--- src/rtl/ledpanel_pkg.sv ---
// Shared types and constants for the LED panel byte-stream loader.
// The header is SEL, ADDR_HI, ADDR_LO, CNT_HI, CNT_LO, followed by RGB pixel triples.
package ledpanel_pkg;
  localparam int HDR_LEN    = 5;
  localparam int ADDR_W_DEF = 16;
  localparam int WR_W_DEF   = 4;

  typedef enum logic [3:0] {
    HDR_SEL,
    HDR_AH,
    HDR_AL,
    HDR_NH,
    HDR_NL,
    PIX_R,
    PIX_G,
    PIX_B,
    DRAIN
  } state_t;
endpackage

--- src/rtl/ledpanel_loader.sv ---
// Parses a framed byte stream into one-cycle pixel writes for the ledpanel
// colour memories, flagging clean completion (done) or malformed framing (err).
module ledpanel_loader
  import ledpanel_pkg::*;
#(
  parameter int ADDR_W = ADDR_W_DEF,
  parameter int WR_W   = WR_W_DEF
) (
  input  logic              clk,
  input  logic              reset,
  input  logic [7:0]        s_data,
  input  logic              s_valid,
  input  logic              s_last,
  output logic              s_ready,
  output logic              ctrl_en,
  output logic [WR_W-1:0]   ctrl_wr,
  output logic [ADDR_W-1:0] ctrl_addr,
  output logic [23:0]       ctrl_wdat,
  output logic              busy,
  output logic              done,
  output logic              err
);

  state_t            state, state_nxt;
  logic [7:0]        hi_byte, r_byte, g_byte;
  logic [ADDR_W-1:0] addr, count, count_dec, hdr_word;
  logic              fire_wr, fire_done, fire_err;

  assign s_ready   = !reset;
  assign busy      = (state != HDR_SEL);
  assign hdr_word  = ADDR_W'({hi_byte, s_data});
  assign count_dec = count - ADDR_W'(1);

  always_ff @(posedge clk) begin
    if (reset) state <= HDR_SEL;
    else       state <= state_nxt;
  end

  // An s_last seen before the packet is complete always aborts back to HDR_SEL with err.
  always_comb begin
    state_nxt = state;
    fire_wr   = 1'b0;
    fire_done = 1'b0;
    fire_err  = 1'b0;
    if (s_valid) begin
      case (state)
        HDR_SEL: begin
          if (s_data[7:2] != 6'd0) begin
            fire_err  = 1'b1;
            state_nxt = s_last ? HDR_SEL : DRAIN;
          end else begin
            fire_err  = s_last;
            state_nxt = s_last ? HDR_SEL : HDR_AH;
          end
        end
        HDR_AH: begin
          fire_err  = s_last;
          state_nxt = s_last ? HDR_SEL : HDR_AL;
        end
        HDR_AL: begin
          fire_err  = s_last;
          state_nxt = s_last ? HDR_SEL : HDR_NH;
        end
        HDR_NH: begin
          fire_err  = s_last;
          state_nxt = s_last ? HDR_SEL : HDR_NL;
        end
        HDR_NL: begin
          if (hdr_word == '0) begin
            fire_done = s_last;
            fire_err  = !s_last;
            state_nxt = s_last ? HDR_SEL : DRAIN;
          end else begin
            fire_err  = s_last;
            state_nxt = s_last ? HDR_SEL : PIX_R;
          end
        end
        PIX_R: begin
          fire_err  = s_last;
          state_nxt = s_last ? HDR_SEL : PIX_G;
        end
        PIX_G: begin
          fire_err  = s_last;
          state_nxt = s_last ? HDR_SEL : PIX_B;
        end
        PIX_B: begin
          fire_wr = 1'b1;
          if (count_dec == '0) begin
            fire_done = s_last;
            fire_err  = !s_last;
            state_nxt = s_last ? HDR_SEL : DRAIN;
          end else begin
            fire_err  = s_last;
            state_nxt = s_last ? HDR_SEL : PIX_R;
          end
        end
        DRAIN: begin
          if (s_last) state_nxt = HDR_SEL;
        end
        default: state_nxt = HDR_SEL;
      endcase
    end
  end

  // Write port is registered, so a pixel lands one cycle after its B byte.
  always_ff @(posedge clk) begin
    if (reset) begin
      ctrl_en   <= 1'b0;
      done      <= 1'b0;
      err       <= 1'b0;
      ctrl_wr   <= '0;
      ctrl_addr <= '0;
      ctrl_wdat <= '0;
      hi_byte   <= '0;
      r_byte    <= '0;
      g_byte    <= '0;
      addr      <= '0;
      count     <= '0;
    end else begin
      ctrl_en <= fire_wr;
      done    <= fire_done;
      err     <= fire_err;
      if (fire_wr) begin
        ctrl_addr <= addr;
        ctrl_wdat <= {r_byte, g_byte, s_data};
        addr      <= addr + ADDR_W'(1);
        count     <= count_dec;
      end
      if (s_valid) begin
        case (state)
          HDR_SEL:        ctrl_wr <= WR_W'(1) << s_data[1:0];
          HDR_AH, HDR_NH: hi_byte <= s_data;
          HDR_AL:         addr    <= hdr_word;
          HDR_NL:         count   <= hdr_word;
          PIX_R:          r_byte  <= s_data;
          PIX_G:          g_byte  <= s_data;
          default:        ;
        endcase
      end
    end
  end

endmodule

--- config.mk ---
export PLATFORM = sky130hd
export DESIGN_NAME = ledpanel_loader
export DESIGN_NICKNAME = d
export VERILOG_FILES = /design/src/rtl/ledpanel_pkg.sv /design/src/rtl/ledpanel_loader.sv
export SDC_FILE = /design/constraint.sdc
export NUM_CORES = 1
export LEC_CHECK = 0
export CAP_MARGIN = 25
export CORE_MARGIN = 5
export CORE_UTILIZATION = 25
export DETAILED_ROUTE_END_ITERATION = 8
export DONT_BUFFER_PORTS = 1
export PLACE_DENSITY = 0.36
export SLEW_MARGIN = 20
export SYNTH_ARGS = -nofsm -noshare
export SYNTH_HDL_FRONTEND = slang
export SYNTH_SLANG_ARGS = --single-unit
export TNS_END_PERCENT = 20
--- constraint.sdc ---
create_clock -name clk -period 9.6 [get_ports clk]
set_clock_uncertainty 0.2 [all_clocks]
set_input_delay 1.44 -clock clk [delete_from_list [all_inputs] [get_ports clk]]
set_output_delay 1.44 -clock clk [all_outputs]
set_load 0.1 [all_outputs]
==> metrics.yaml, run 1 <==
synth.avg_cell_area_um2: 7.87
crit_buf_inv: 1
vias: 4094
synth_ff_type: "dfxtp_1"
port_buffers: 0
cp.arrival_ns: 2.19
cts_hold_buf: 0
setup_ws_ns: 5.77
cp-end-kind: "output pin"
worstMarginPinSlew_ns: 1.04
h-tree-depth: 3
seq_area_um2: 2140
yosysWarnings: 0
fin_crit_sh: 0.399
dieArea_um2: 22200
vdd_drop_max_uv: 105
yosys.area.top_type_share: 0.445
p_leak_uw: 0.00185
holdCritStartpoint: "g_byte[0]"
max_cap_violations: 0
required_ns: 7.96
timing.rr.start: "count[8]"
clkSlewWorstSetupHoldPaths_ns: 0.08
worst_setup_path_start_kind: "input port"
synth_fa_ha_area_frac: 0.0182
drc: 0
slowest_delay_ns: 0.71
clkSinkCount: 107
area_delta_synth_final_pct: 10.4
post_cts_resized: 0
synth_seq_cells: 107
cts-buffers-inserted: 9
root_buffer: "clkbuf_16"
synthXorXnorAreaFrac: 0.0291
finalHoldViolations: 0
cts_tree: "built"
yosys.area_share.simple: 0.268
crit_chain: "inv_1"
pre_cts_slack_ns: 5.79
dp_hpwl_um: 9790
grt_pass1_wl_um: 23200
synth-seq-area-share: 0.445
synth_top_area_cell: "dfxtp_1"
slew_viol_final: 0
startpoint: "reset"
ys_types: 58
syn_inst: 612
nets: 607
critical_path_class: "input port to output pin"
antenna_found_initial: 0
path_max_fanout: 103
insertion_delay_ns: 0.35
wl_um: 14600
synthMuxAreaShare: 0.0332
drive_above_1_share: 0.0540
clk_path_buf_depth: 2
chipHeight_um: 149
crit_family: "buffers and inverters"
synth_edf_count: 0
tns_ns: 0
setup_violations: 0
initial_utilization: 0.256
grt_pass1_vias: 3916
core_um2: 18800
fmax_ghz: 0.261
grt_max_degree: 104
firstDrtPassIters: 4
fillCellCount: 2034
synth_compound_gate_area_share: 0.168
vias_per_cell: 4.80
antenna_cells: 0
power_density_nw_per_um2: 156
ios: 61
multiInputGateArea_um2: 2500
slew_headroom: 0.306
rsz0062_at_grt: "false"
r2r_setup_slack_ns: 6.10
overflow: 0
status: "completed"
synth_area_leaders: "dfxtp_1, nand2_1, a21oi_1, nor2_1, mux2i_1"
rows: 50
wl_per_cell_um: 17.2
mappedNetlistArea_um2: 4820
die_w_um: 149
fin_crit_ns: 3.83
hold_class: "register to register"
slowest_stage: "inv_1"
synth_top_family_by_area: "simple AND/OR/NAND/NOR gates"
post_cts_buffers: 0
syn_nets: 631
grt_usage: 0.134
first_iter_violations: 281
gp_congestion: 0.836
async_flop_share: 0
ant_nets: 0
cell usage after synthesis (2+ instances only):
master and number:
nand2_1 132, dfxtp_1 107, nor2_1 79, a21oi_1 69, clkbuf_1 34, a211oi_1 20, nor3_1 18, mux2i_1 16
o21ai_0 13, xor2_1 12, inv_1 9, nand3_1 9, ha_1 7, a2111oi_0 6, nand2b_1 6, or3_1 6
nor3b_1 5, nor4_1 5, a311oi_1 4, buf_1 4, nand4_1 4, o22ai_1 4, xnor2_1 4, and3_1 3
and2_1 2, or4_1 2
worst paths after layout:
kind	depth (start not counted)	to
worst max-delay path	1	s_ready
worst min-delay path	2	ctrl_wdat[8]
worst max register to register	10	err
worst min register to register	2	ctrl_wdat[8]
cell families after synthesis:
family / after synthesis
xor gates and xnor gates: 16
buffers and inverters: 48
and+or+nand+nor: 286
muxes: 16
adders and majority gates: 7
AOI/OAI and AO/OA: 132
DFF: 107
per-stage QoR:
step	utilization	hold slack, ns	power, uW	std cells	cell area [um^2]
after floorplan	-	0.231	481	612	4820
after global placement	0.267	0.233	477	836	5020
after detailed placement	0.267	0.243	477	836	5020
after CTS	0.282	0.246	851	852	5310
after global routing	0.283	0.274	868	853	5320
final	0.283	0.248	832	853	5320
flip-flops by register name, indices dropped and copies added, names as in the netlist:
register   cells
ctrl_en        1
addr          16
err            1
ctrl_wr        4
done           1
hi_byte        8
r_byte         8
state          4
ctrl_addr     16
g_byte         8
count         16
ctrl_wdat     24
routing by layer:
metal / global-route usage / share of wire / vias to the layer above
li1: - / - / 2068
met1: 0.176 / 0.46 / 1941
met3: 0.0322 / 0.042 / 22
met2: 0.216 / 0.47 / 63
met5: 0 / 0 / -
met4: 0.0471 / 0.022 / 0
report_power, final:
part	internal [uW]	switching, uW
clock network	183	183
registers	445	8.18
logic	3.93	9.45
layout make-up:
cell class                      instances  area share
Multi-Input combinational cell        457       0.469
Sequential cell                       107       0.403
Tap cell                              260      0.0611
Clock buffer                            9      0.0423
Clock inverter                          7      0.0125
Inverter                                9     0.00635
Timing Repair Buffer                    4     0.00564
layout by cell type, fill, tap and decap left out, drive strengths merged, types with 9 or more instances in the layout:
cell	Yosys	routed
xor2	12	12
a21oi	69	69
nor3	18	18
nor2	79	79
dfxtp	107	107
a211oi	20	20
mux2i	16	16
inv	9	13
nand2	132	132
nand3	9	9
o21ai	14	14
clkbuf	34	9
(Power assumes the default switching activity.)
==> run 2, diff against run 1 <==
PLACE_DENSITY = 0.38   (was 0.36)
clock period = 3.1 ns   (was 9.6 ns; I/O delays follow)
==> metrics.yaml, run 2 (synthesized netlist as in run 1, its figures left out) <==
chipHeight_um: 149  # unchanged
dp_hpwl_um: 10100  # was 9790 um
r2r-end: "err"  # unchanged
fin_area_um2: 5720  # was 5320 um^2
fmax_ghz: 0.331
rows: 50  # unchanged
vdd_drop_max_uv: 238  # was 105 uV
vias_per_cell: 4.83  # was 4.80
hold_depth: 2  # unchanged
timing.rr.start: "count[10]"  # was count[8]
grt_pass1_wl_um: 24200  # was 23200 um
vias: 4293  # was 4094
crit_chain: "or4_4 -> nor4_4 -> nor4b_4 -> o21ai_2 -> or3_4 -> ha_1 -> inv_1 -> o311ai_1 -> nand2_1 -> a211oi_2"  # was inv_1
fin_crit_ns: 3.03
slowest_stage: "or4_4"  # was inv_1
cp_num_cells: 10  # was 1
ant_nets: 0  # unchanged
firstDrtPassIters: 4  # unchanged
max_cap_violations: 0  # unchanged
dieArea_um2: 22200  # unchanged
cp-end-kind: "register"  # was output pin
worstHoldEndpoint: "ctrl_wdat[3]"  # was ctrl_wdat[8]
slowest_delay_ns: 0.55  # was 0.71 ns
top_register: "ctrl_wdat"  # unchanged
r2r_setup_slack_ns: 0.07  # was 6.10 ns
critical_path_class: "register to register"  # was input port to output pin
setup_violations: 0  # unchanged
port_buffers: 0  # unchanged
largest_register_ffs: 24  # unchanged
drive_above_1_share: 0.114  # was 0.0540
r2r_cells: 10  # unchanged
clkSinkCount: 107  # unchanged
antenna_found_initial: 0  # unchanged
nets: 643  # was 607
antenna_cells: 0  # unchanged
worst_setup_path_start_kind: "register"  # was input port
finalHoldViolations: 0  # unchanged
cp.arrival_ns: 3.10  # was 2.19 ns
first_iter_violations: 319  # was 281
rsz0062_at_grt: "true"  # was false
ios: 61  # unchanged
finalPower_uw: 2760  # was 832 uW
drc: 0  # unchanged
grt_max_degree: 65  # was 104
overflow: 0  # unchanged
crit_buf_inv: 1  # unchanged
initial_utilization: 0.256  # unchanged
core_um2: 18800  # unchanged
cts-buffers-inserted: 9  # unchanged
status: "completed"  # unchanged
clkSlewWorstSetupHoldPaths_ns: 0.07  # was 0.08 ns
fin_crit_sh: 0.976
gp_congestion: 0.848  # was 0.836
tns_ns: 0  # unchanged
hold_class: "input port to register"  # was register to register
placed_area_um2: 5280  # was 5020 um^2
wl_per_cell_um: 17.4  # was 17.2 um
slew_headroom: 0.333  # was 0.306
root_buffer: "clkbuf_16"  # unchanged
clk_path_buf_depth: 2  # unchanged
path_max_fanout: 2  # was 103
layout_commonest_cell: "nand2_1"  # unchanged
slew_viol_final: 0  # unchanged
worstMarginPinSlew_ns: 0.999  # was 1.04 ns
die_w_um: 149  # unchanged
p_leak_uw: 0.00208  # was 0.00185 uW
grt_usage: 0.140  # was 0.134
wl_um: 15500  # was 14600 um
grt_pass1_vias: 4243  # was 3916
area_delta_synth_final_pct: 18.6  # was 10.4%
cts_tree: "built"  # unchanged
required_ns: 3.18  # was 7.96 ns
holdCritStartpoint: "s_data[3]"  # was g_byte[0]
power_density_nw_per_um2: 483  # was 156 nW/um^2
insertion_delay_ns: 0.35  # about the same
hold_ws_ns: 0.0385  # was 0.248 ns
crit_family: "simple AND/OR/NAND/NOR gates"  # was buffers and inverters
h-tree-depth: 3  # unchanged
final_cell_mix: "nand2_1, dfxtp_1, nor2_1"  # unchanged
==> run 2: metrics by stage <==
stage | instances | setup slack [ns] | utilization
floorplan | 612 | 0.00191 | -
global placement | 869 | -0.00858 | 0.280
detailed placement | 869 | -0.0988 | 0.280
CTS | 888 | 0.0311 | 0.302
global route | 889 | -0.0715 | 0.304
finish | 889 | 0.0750 | 0.304
==> run 2: worst reg2reg max path, cell delays in order, from the launching register on <==
cell      delay (ns)
dfxtp_1         0.31
or4_4           0.55
nor4_4          0.31
nor4b_4         0.26
o21ai_2         0.08
or3_4           0.40
ha_1            0.28
inv_1           0.04
o311ai_1        0.22
nand2_1         0.11
a211oi_2        0.18
==> run 2: cell type report <==
cell class	count	area, um^2
inverters	9	33.8
clock inverters	6	95.1
repair buffers	40	348
multi-input cells	457	2530
fillers	2043	13100
flip-flops and latches	107	2140
clock buffers	10	239
well taps	260	325
==> run 2: worst max path at each step <==
stage	startpoint	to	slack [ns]
floorplan	count[5]	err	0.002
global placement	count[4]	err	-0.009
detailed placement	count[0]	err	-0.1
CTS	count[8]	err	0.03
global route	count[10]	err	-0.07
finish	count[10]	err	0.07
==> run 2: per-layer routing <==
metal	GRT usage	wire length, um	up-vias
met5	0	0	-
met4	0.0449	165	0
met3	0.0261	650	9
met2	0.239	7690	90
met1	0.180	6950	2061
li1	-	-	2133
==> run 2: power breakdown <==
part | leakage (uW) | internal [uW] | switching (uW)
logic | 0.00106 | 21.8 | 55.1
registers | 0.000862 | 1380 | 25.3
clock network | 0.000164 | 739 | 540
==> run 2: what timing repair did <==
item                                    4_1_cts  5_1_grt
endpoints found under the setup margin        1        4
pin swaps                                     0        5
endpoints found under the hold margin        64        0
gates resized for setup                       4        7
setup buffers                                 0        1
hold buffers                                  3        0
